$ cat src/rtl/regfile_mp.sv
// -----------------------------------------------------------------------------
// regfile_mp
// Multi-read-port integer register file with write-first bypass and a
// per-register busy scoreboard. It sits between decode/issue and writeback.
// Issue marks a destination busy. Writeback stores the result and clears busy.
// Each read port returns operand data plus a hazard flag.
//
// Parameters
//   XLEN  data width in bits
//   NREG  number of architectural registers (power of two, >= 2)
//   AW    register index width, derived from NREG (do not override)
//   NRP   number of read ports (1..4)
//
// Ports
//   clk        rising-edge clock for all state
//   rst_n      synchronous active-low reset: clears registers and busy bits
//   rs_addr    NRP packed read indices; port p uses [p*AW +: AW]
//   rs_data    NRP packed read data, combinational
//   rs_busy    per-port hazard flag: the addressed register has a pending write
//   iss_valid  issue event; marks iss_rd busy
//   iss_rd     destination register of the issue
//   wb_en      writeback enable
//   wb_rd      writeback destination
//   wb_data    writeback data, stored verbatim
//   flush      clears every busy bit; register data is kept
//   busy_vec   scoreboard state; bit 0 is always 0
//
// Interface timing: there is no valid/ready handshake and no backpressure.
// iss_valid, wb_en and flush are single-cycle events. Each is consumed on the
// rising edge at which it is sampled, and the block never stalls its producers.
// -----------------------------------------------------------------------------
module regfile_mp #(
    parameter int XLEN = 32,
    parameter int NREG = 16,
    parameter int AW   = $clog2(NREG),
    parameter int NRP  = 2
) (
    input  logic                clk,
    input  logic                rst_n,
    input  logic [NRP*AW-1:0]   rs_addr,
    output logic [NRP*XLEN-1:0] rs_data,
    output logic [NRP-1:0]      rs_busy,
    input  logic                iss_valid,
    input  logic [AW-1:0]       iss_rd,
    input  logic                wb_en,
    input  logic [AW-1:0]       wb_rd,
    input  logic [XLEN-1:0]     wb_data,
    input  logic                flush,
    output logic [NREG-1:0]     busy_vec
);

    // Register storage. Entry 0 is held at zero. Reads of index 0 are also
    // forced to zero in the read mux, so the value of entry 0 never matters.
    logic [XLEN-1:0] regs_q [NREG];

    // Scoreboard. One bit per register. Bit 0 is never set.
    logic [NREG-1:0] busy_q;
    logic [NREG-1:0] busy_d;

    // A writeback to index 0 is dropped. An issue to index 0 is dropped.
    logic wb_live;
    logic iss_live;

    assign wb_live  = wb_en && (wb_rd != '0);
    assign iss_live = iss_valid && (iss_rd != '0);

    // -------------------------------------------------------------------------
    // Register write
    // -------------------------------------------------------------------------
    always_ff @(posedge clk) begin
        for (int i = 0; i < NREG; i++) begin
            if (!rst_n || i == 0) begin
                regs_q[i] <= '0;
            end else if (wb_live && wb_rd == AW'(i)) begin
                regs_q[i] <= wb_data;
            end
        end
    end

    // -------------------------------------------------------------------------
    // Scoreboard next state
    // A flush clears everything and also discards a same-cycle issue. The
    // writeback clear is applied before the issue set, so that when both
    // target the same index the new producer keeps the register busy.
    // -------------------------------------------------------------------------
    always_comb begin
        busy_d = busy_q;
        if (flush) begin
            busy_d = '0;
        end else begin
            if (wb_live) begin
                busy_d[wb_rd] = 1'b0;
            end
            if (iss_live) begin
                busy_d[iss_rd] = 1'b1;
            end
        end
        busy_d[0] = 1'b0;
    end

    always_ff @(posedge clk) begin
        if (!rst_n) begin
            busy_q <= '0;
        end else begin
            busy_q <= busy_d;
        end
    end

    assign busy_vec = busy_q;

    // -------------------------------------------------------------------------
    // Read ports
    // A writeback that hits the addressed register bypasses storage and reports
    // no hazard, because the producer is completing in this very cycle. The
    // bypass is gated by rst_n. A writeback sampled during reset is discarded,
    // so the port must not forward it.
    // -------------------------------------------------------------------------
    for (genvar p = 0; p < NRP; p++) begin : g_rd
        logic [AW-1:0] addr;
        logic          is_zero;
        logic          hit;

        assign addr    = rs_addr[p*AW +: AW];
        assign is_zero = (addr == '0);
        assign hit     = rst_n && wb_en && (wb_rd == addr);

        assign rs_data[p*XLEN +: XLEN] = is_zero ? '0 :
                                         hit     ? wb_data :
                                                   regs_q[addr];
        assign rs_busy[p] = !is_zero && !hit && busy_q[addr];
    end

endmodule

$ cat config.mk
export PLATFORM = sky130hd
export DESIGN_NAME = regfile_mp
export DESIGN_NICKNAME = d
export VERILOG_FILES = /design/src/rtl/regfile_mp.sv
export SDC_FILE = /design/constraint.sdc
export NUM_CORES = 1
export LEC_CHECK = 0
export BUFFER_PORTS_ARGS = -buffer_cell sky130_fd_sc_hd__clkbuf_2
export CAP_MARGIN = 40
export CELL_PAD_IN_SITES_DETAIL_PLACEMENT = 0
export CELL_PAD_IN_SITES_GLOBAL_PLACEMENT = 1
export CORE_AREA = 2 2 300 184
export CTS_CLUSTER_SIZE = 8
export DETAILED_ROUTE_END_ITERATION = 10
export DIE_AREA = 0 0 302 186
export PLACE_DENSITY_LB_ADDON = 0.1
export REMOVE_ABC_BUFFERS = 1
export SKIP_LAST_GASP = 1
export SYNTH_ARGS = -nofsm -noshare
export SYNTH_HDL_FRONTEND = slang
export SYNTH_SLANG_ARGS = --single-unit
$ cat constraint.sdc
create_clock -name clk -period 5.4 [get_ports clk]
set_clock_uncertainty 0.1 [all_clocks]
set_input_delay 1.08 -clock clk [delete_from_list [all_inputs] [get_ports clk]]
set_output_delay 1.08 -clock clk [all_outputs]
set_load 0.01 [all_outputs]
==> impl_metrics.yaml, run 1 <==
floorplan:
  start_util_pct: 51.4
  die_w_microns: 302
  fp.dieArea_sq_um: 56200
  rows: 66
  ios: 135
  core_sq_um: 53400
  die_y_microns: 186
drt:
  vias: 19032
  dr.pass1.iters: 6
  wl_per_cell_microns: 31.3
  drt_iter0_drc: 2226
  vias_per_cell: 6.51
  wl_microns: 91500
  ant_nets: 0
  drc: 0
logic_synthesis:
  yosysTopAreaCell: "edfxtp_1"
  netlist.area_leader.share_pct: 52.5
  ys_seq_area_share_pct: 53.6
  syn-cell-area_sq_um: 27500
  synth-seq-cells: 495
  synth-edff-count: 480
  ys_warn_count: 0
  syn_inst: 2115
  synth_most_common_cell: "and2_1"
  ys_top_cells_by_count: "481 x and2_1, 480 x edfxtp_1, 176 x mux2i_1"
  async_reset_ff_share_pct: 0
  synthFlopType: "edfxtp_1"
  avgSynthCellArea_sq_um: 13.0
  yosys.cell_types.count: 38
  yosys-top-cells-area: "edfxtp_1 52%, mux4_2 11%, and2_1 11%"
power:
  power.share.clock_pct: 40.7
  power_switching_share_pct: 25.4
  seqPwrFrac_pct: 46.1
  switchingPower_mw: 2.51
  internal_power_mw: 7.40
  ir_drop_uv: 225
  p_per_area_nw_per_um2: 318
  leakage_nw: 11.4
  fin_total_pwr_mw: 9.91
  pwr-share-comb_pct: 13.2
worst_setup_path:
  required_ns: 4.22
  endpoint_kind: "primary output"
  arrival_ns: 3.24
  critical_path.max_stage_delay_ns: 0.57
  path_max_fanout: 24
  cp_top_family: "buffers and inverters"
  crit_type: "in -> out"
  worst-path-buf-inv: 3
  worst_path_max_delay_cell: "nand2b_2"
  critPathLaunchType: "input port"
  cp_cell_sequence: "buf_4 > nand2b_2 > buf_12 > o22ai_1 > nor2_1 > o21ai_0 > a32o_1 > clkbuf_2"
timing:
  finalHoldViolations: 0
  fmax_ghz: 0.226
  worstMarginPinSlew_ns: 0.892
  relSlewSlack_pct: 40.4
  setup_viol: 0
  rsz0062_at_grt: "false"
  layout_setup_ws_ns: 0.978
  maxSlewViolCount: 0
  fin_tns_setup_ns: 0
  finalCritPeriodShare_pct: 81.9
  fin_crit_ns: 4.42
cells_and_area:
  design_area_sq_um: 31200
  synthToLayoutAreaGrowth_pct: 13.6
  drive_above_1_share_pct: 24.1
  fill_cells: 4171
  area.sequential_sq_um: 14700
  multi_input_area_sq_um: 11900
  fin_nets: 2246
place:
  placed_area_sq_um: 29300
  dp_slack_ns: 1.03
  portBuffers: 133
  place_congestion: 0.885
  hpwl_microns: 54300
global_route:
  gr-total-overflow: 0
  grt_pass1_wl_microns: 132000
  antenna_found_initial: 1
  grt_max_degree: 59
  first_global_vias: 19352
  gr-usage-all-layers_pct: 32.9
clock_tree:
  cts_resized: 0
  cts_tree: "done"
  clock_latency_ns: 0.57
  cts_setup_buffers: 0
  cts_root_buf: "clkbuf_16"
  cts_max_path_buffers: 3
  clkTransAtPathRegs_ns: 0.05
  clock-sinks: 495
  hold_buffers: 0
  numCtsBuffers: 71
  htree_levels: 3
flow_run:
  drv_cap: 0
worst_hold_path:
  hold_path_class: "reg -> reg"
status:
  status: "complete, no violations"
power groups by stage:
stage	clock [mW]	sequential [mW]	combinational [mW]
after floorplan	0	4.59	0.666
after global placement	0	4.62	1.25
after detailed placement	0	4.63	1.29
after CTS	4.05	4.56	1.30
after global routing	4.23	4.58	1.38
final	4.04	4.57	1.31
tightest hold or removal path, delay by kind of cell, from the launching register on:
family         cells  cell delay [ns]
flip-flops         1             0.38
AO/OA/AOI/OAI      2             0.18
flip-flops by register name, indices dropped and copies added, names as in the netlist:
register and count:
busy_vec 15, regs_q 480
layout by cell type (no fill, tap or decap), drive strengths merged:
master / n
a21oi: 18
inv: 4
mux4: 135
nand3: 6
dfxtp: 15
nand4: 2
a31oi: 17
a32o: 47
o21ai: 49
a22oi: 55
nor2b: 25
a32oi: 7
conb: 1
a211oi: 2
o22ai: 47
mux2i: 176
and2: 482
xor2: 2
clkinv: 2
buf: 91
nor4: 2
diode: 1
mux2: 66
edfxtp: 480
and4: 1
and3: 3
nor2: 106
a22o: 1
xnor2: 6
nor3: 18
nand2: 94
clkbuf: 210
o2bb2ai: 17
nand2b: 4
a221oi: 17
final timing paths:
kind	from	end	slack [ns]	cells after the start
worst max register to register	busy_vec[15]	busy_vec[15]	4.48	2
worst max-delay path	rs_addr[1]	rs_data[11]	0.98	8
worst min register to register	busy_vec[14]	busy_vec[14]	0.50	2
worst min-delay path	busy_vec[14]	busy_vec[14]	0.50	2
cell families (layout without fill, tap and decap cells):
group                     after synthesis  count (layout)  share of synthesized area, %
AOI/OAI and AO/OA                     277             277                          7.29
buffers and inverters                 214             307                          3.64
other                                   1               2                        0.0137
and+or+nand+nor                       743             743                          15.0
xor gates and xnor gates                8               8                         0.255
DFF                                   495             495                          53.6
muxes                                 377             377                          20.2
stage by stage:
| step | utilization [%] | hold WS, ns | std cells |
|---|---|---|---|
| 6_report | 58.4 | 0.503 | 2923 |
| 3_3_place_gp | 54.1 | 0.459 | 2821 |
| 2_1_floorplan | - | 0.417 | 1904 |
| 3_5_place_dp | 54.8 | 0.446 | 2834 |
| 4_1_cts | 58.4 | 0.456 | 2922 |
| 5_1_grt | 58.4 | 0.493 | 2922 |
area by class of cell:
cell class / instances / area share (%)
repair buffers: 216 / 5.57
clock inverters: 3 / 0.132
multi-input cells: 1406 / 38.2
inverters: 3 / 0.0361
clock buffers: 85 / 6.00
flip-flops and latches: 495 / 47.2
well taps: 714 / 2.86
diodes: 1 / 0.00802
metal layers:
| metal | global-route usage [%] | wire [microns] | up-vias |
|---|---|---|---|
| met5 | 0 | 0 | - |
| met4 | 11.2 | 2820 | 0 |
| met3 | 7.21 | 8340 | 169 |
| met2 | 52.0 | 42200 | 1032 |
| met1 | 45.2 | 38200 | 9733 |
| li1 | - | - | 8098 |
(Power assumes the default switching activity.)
==> run 2: changes to the inputs <==
--- a/config.mk
+++ b/config.mk
@@ -9,10 +9,10 @@
 export CAP_MARGIN = 40
 export CELL_PAD_IN_SITES_DETAIL_PLACEMENT = 0
 export CELL_PAD_IN_SITES_GLOBAL_PLACEMENT = 1
-export CORE_AREA = 2 2 300 184
+export CORE_AREA = 2 2 316 193
 export CTS_CLUSTER_SIZE = 8
 export DETAILED_ROUTE_END_ITERATION = 10
-export DIE_AREA = 0 0 302 186
+export DIE_AREA = 0 0 318 195
 export PLACE_DENSITY_LB_ADDON = 0.1
 export REMOVE_ABC_BUFFERS = 1
 export SKIP_LAST_GASP = 1
==> constraint.sdc (replaced) <==
create_clock -name clk -period 4 [get_ports clk]
set_clock_uncertainty 0.1 [all_clocks]
set_input_delay 0.8 -clock clk [delete_from_list [all_inputs] [get_ports clk]]
set_output_delay 0.8 -clock clk [all_outputs]
set_load 0.01 [all_outputs]
==> run 2 against run 1 <==
  * Setup slack worse by 0.62 ns
  * Sequential power is 35% higher
  * Hold slack worse by 0.061 ns
  * Cell count is 3.6% higher
  * Total power is 36% higher
  * Non-clock buffer count is 35 higher
  * Utilization is 4.8 points lower
  * Combinational power is 37% higher
  * Global-route usage is 2.4 points lower
  * Clock power is 38% higher
  * Routed wire length is 2.8% higher
  * Sequential share of layout area is 0.49 points lower
  * Critical path type unchanged
  * Highest routed layer unchanged
==> impl_metrics.yaml, run 2 (synthesized netlist as in run 1, its figures left out) <==
floorplan:
  core_sq_um: 58800
  ios: 135
  fp.dieArea_sq_um: 62000
  start_util_pct: 46.7
  rows: 69
  die_y_microns: 195
  die_w_microns: 318
worst_setup_path:
  required_ns: 3.10
  crit_start: "rs_addr[2]"
  crit_type: "in -> out"
  critPathLaunchType: "input port"
  worst_r2r_startpoint: "busy_vec[14]"
  endpoint_kind: "primary output"
  path_max_fanout: 17
  reg2regPathDepth: 2
  arrival_ns: 2.75
cells_and_area:
  final_core_util_pct: 53.6
  drive_above_1_share_pct: 25.3
  fin_nets: 2281
  fill_cells: 4936
  stdcell_count: 3028
  multi_input_area_sq_um: 11900
  largest_reg_flops: 480
  synthToLayoutAreaGrowth_pct: 14.7
  layout_commonest_cell: "and2_1"
  area.sequential_sq_um: 14700
  layout_common_cells: "481 x and2_1, 480 x edfxtp_1, 176 x mux2i_1"
  design_area_sq_um: 31500
  largest_register: "regs_q"
place:
  dpl.cell_count: 2936
  dp_slack_ns: 0.403
  place_congestion: 0.854
  portBuffers: 133
  placed_area_sq_um: 29500
  hpwl_microns: 56500
clock_tree:
  cts_setup_buffers: 0
  hold_buffers: 0
  clock_latency_ns: 0.60
  htree_levels: 3
  cts_root_buf: "clkbuf_16"
  cts_max_path_buffers: 3
  cts_tree: "done"
  clkTransAtPathRegs_ns: 0.05
  clock-sinks: 495
  cts_resized: 0
  numCtsBuffers: 71
drt:
  wl_per_cell_microns: 31.1
  drc: 0
  drt_iter0_drc: 2421
  vias: 19140
  dr.pass1.iters: 6
  ant_nets: 0
  vias_per_cell: 6.32
  wl_microns: 94100
worst_hold_path:
  hold_path_class: "in -> reg"
  timing.hold.worst_path_depth: 3
  holdCritStartpoint: "iss_rd[1]"
power:
  fin_total_pwr_mw: 13.5
  ir_drop_uv: 297
  p_per_area_nw_per_um2: 429
  leakage_nw: 11.5
flow_run:
  drv_cap: 0
global_route:
  antenna_found_initial: 1
  grt_max_degree: 56
  gr-usage-all-layers_pct: 30.4
  first_global_vias: 19521
  gr-total-overflow: 0
  grt_pass1_wl_microns: 137000
timing:
  worstMarginPinSlew_ns: 0.820
  finalCritPeriodShare_pct: 91.2
  fin_crit_ns: 3.65
  finalHoldViolations: 0
  relSlewSlack_pct: 44.9
  setup_viol: 0
  rsz0062_at_grt: "false"
  maxSlewViolCount: 0
  layout_setup_ws_ns: 0.354
  fmax_ghz: 0.274
status:
  status: "complete, no violations"
-- run 2: cell types whose count changed in the layout (fill, tap and decap cells not counted) --
cell / delta
buf_8: +1
buf_4: +34
diode_2: +1
buf_16: -10
clkbuf_16: +2
inv_6: -1
clkbuf_1: +1
buf_12: +10
-- run 2: metal layers --
metal	share of wire (%)	track usage (%)	wire length [microns]	vias up
met1	43	43.7	40900	9822
met2	45	46.2	42100	989
met5	0	0	0	-
li1	-	-	-	8175
met3	9.3	7.03	8740	154
met4	2.6	9.08	2410	0
-- run 2: layout make-up --
cell class	count	share of cell area, %
Tap cell	781	3.10
Clock buffer	88	6.11
Inverter	3	0.0357
Timing Repair Buffer	251	6.13
Multi-Input combinational cell	1406	37.8
Sequential cell	495	46.7
Clock inverter	2	0.103
Antenna cell	2	0.0159
-- run 2: critical path, stage by stage --
cell and delay, ns:
buf_4 0.37, nand2b_2 0.35, buf_4 0.31, o22ai_1 0.28, nor2_1 0.07, o21ai_0 0.11
a32o_1 0.25, clkbuf_2 0.15
-- run 2: power breakdown --
| part | internal (mW) | switching [mW] | total, mW |
|---|---|---|---|
| Combinational | 0.746 | 1.04 | 1.79 |
| Clock | 3.33 | 2.24 | 5.57 |
| Sequential | 6.00 | 0.164 | 6.17 |
| Total | 10.1 | 3.45 | 13.5 |
-- run 2: path summary, 6_finish.rpt --
kind | to | slack, ns
setup reg to reg | busy_vec[14] | 3.13
hold / removal | busy_vec[15] | 0.44
hold reg to reg | busy_vec[2] | 0.48
setup / recovery | rs_data[2] | 0.35
-- run 2: per-stage QoR --
step | TNS (ns) | hold slack (ns)
detailed placement | 0 | 0.447
floorplan | -0.505 | 0.417
global route | 0 | 0.452
CTS | 0 | 0.410
global placement | 0 | 0.442
finish | 0 | 0.442
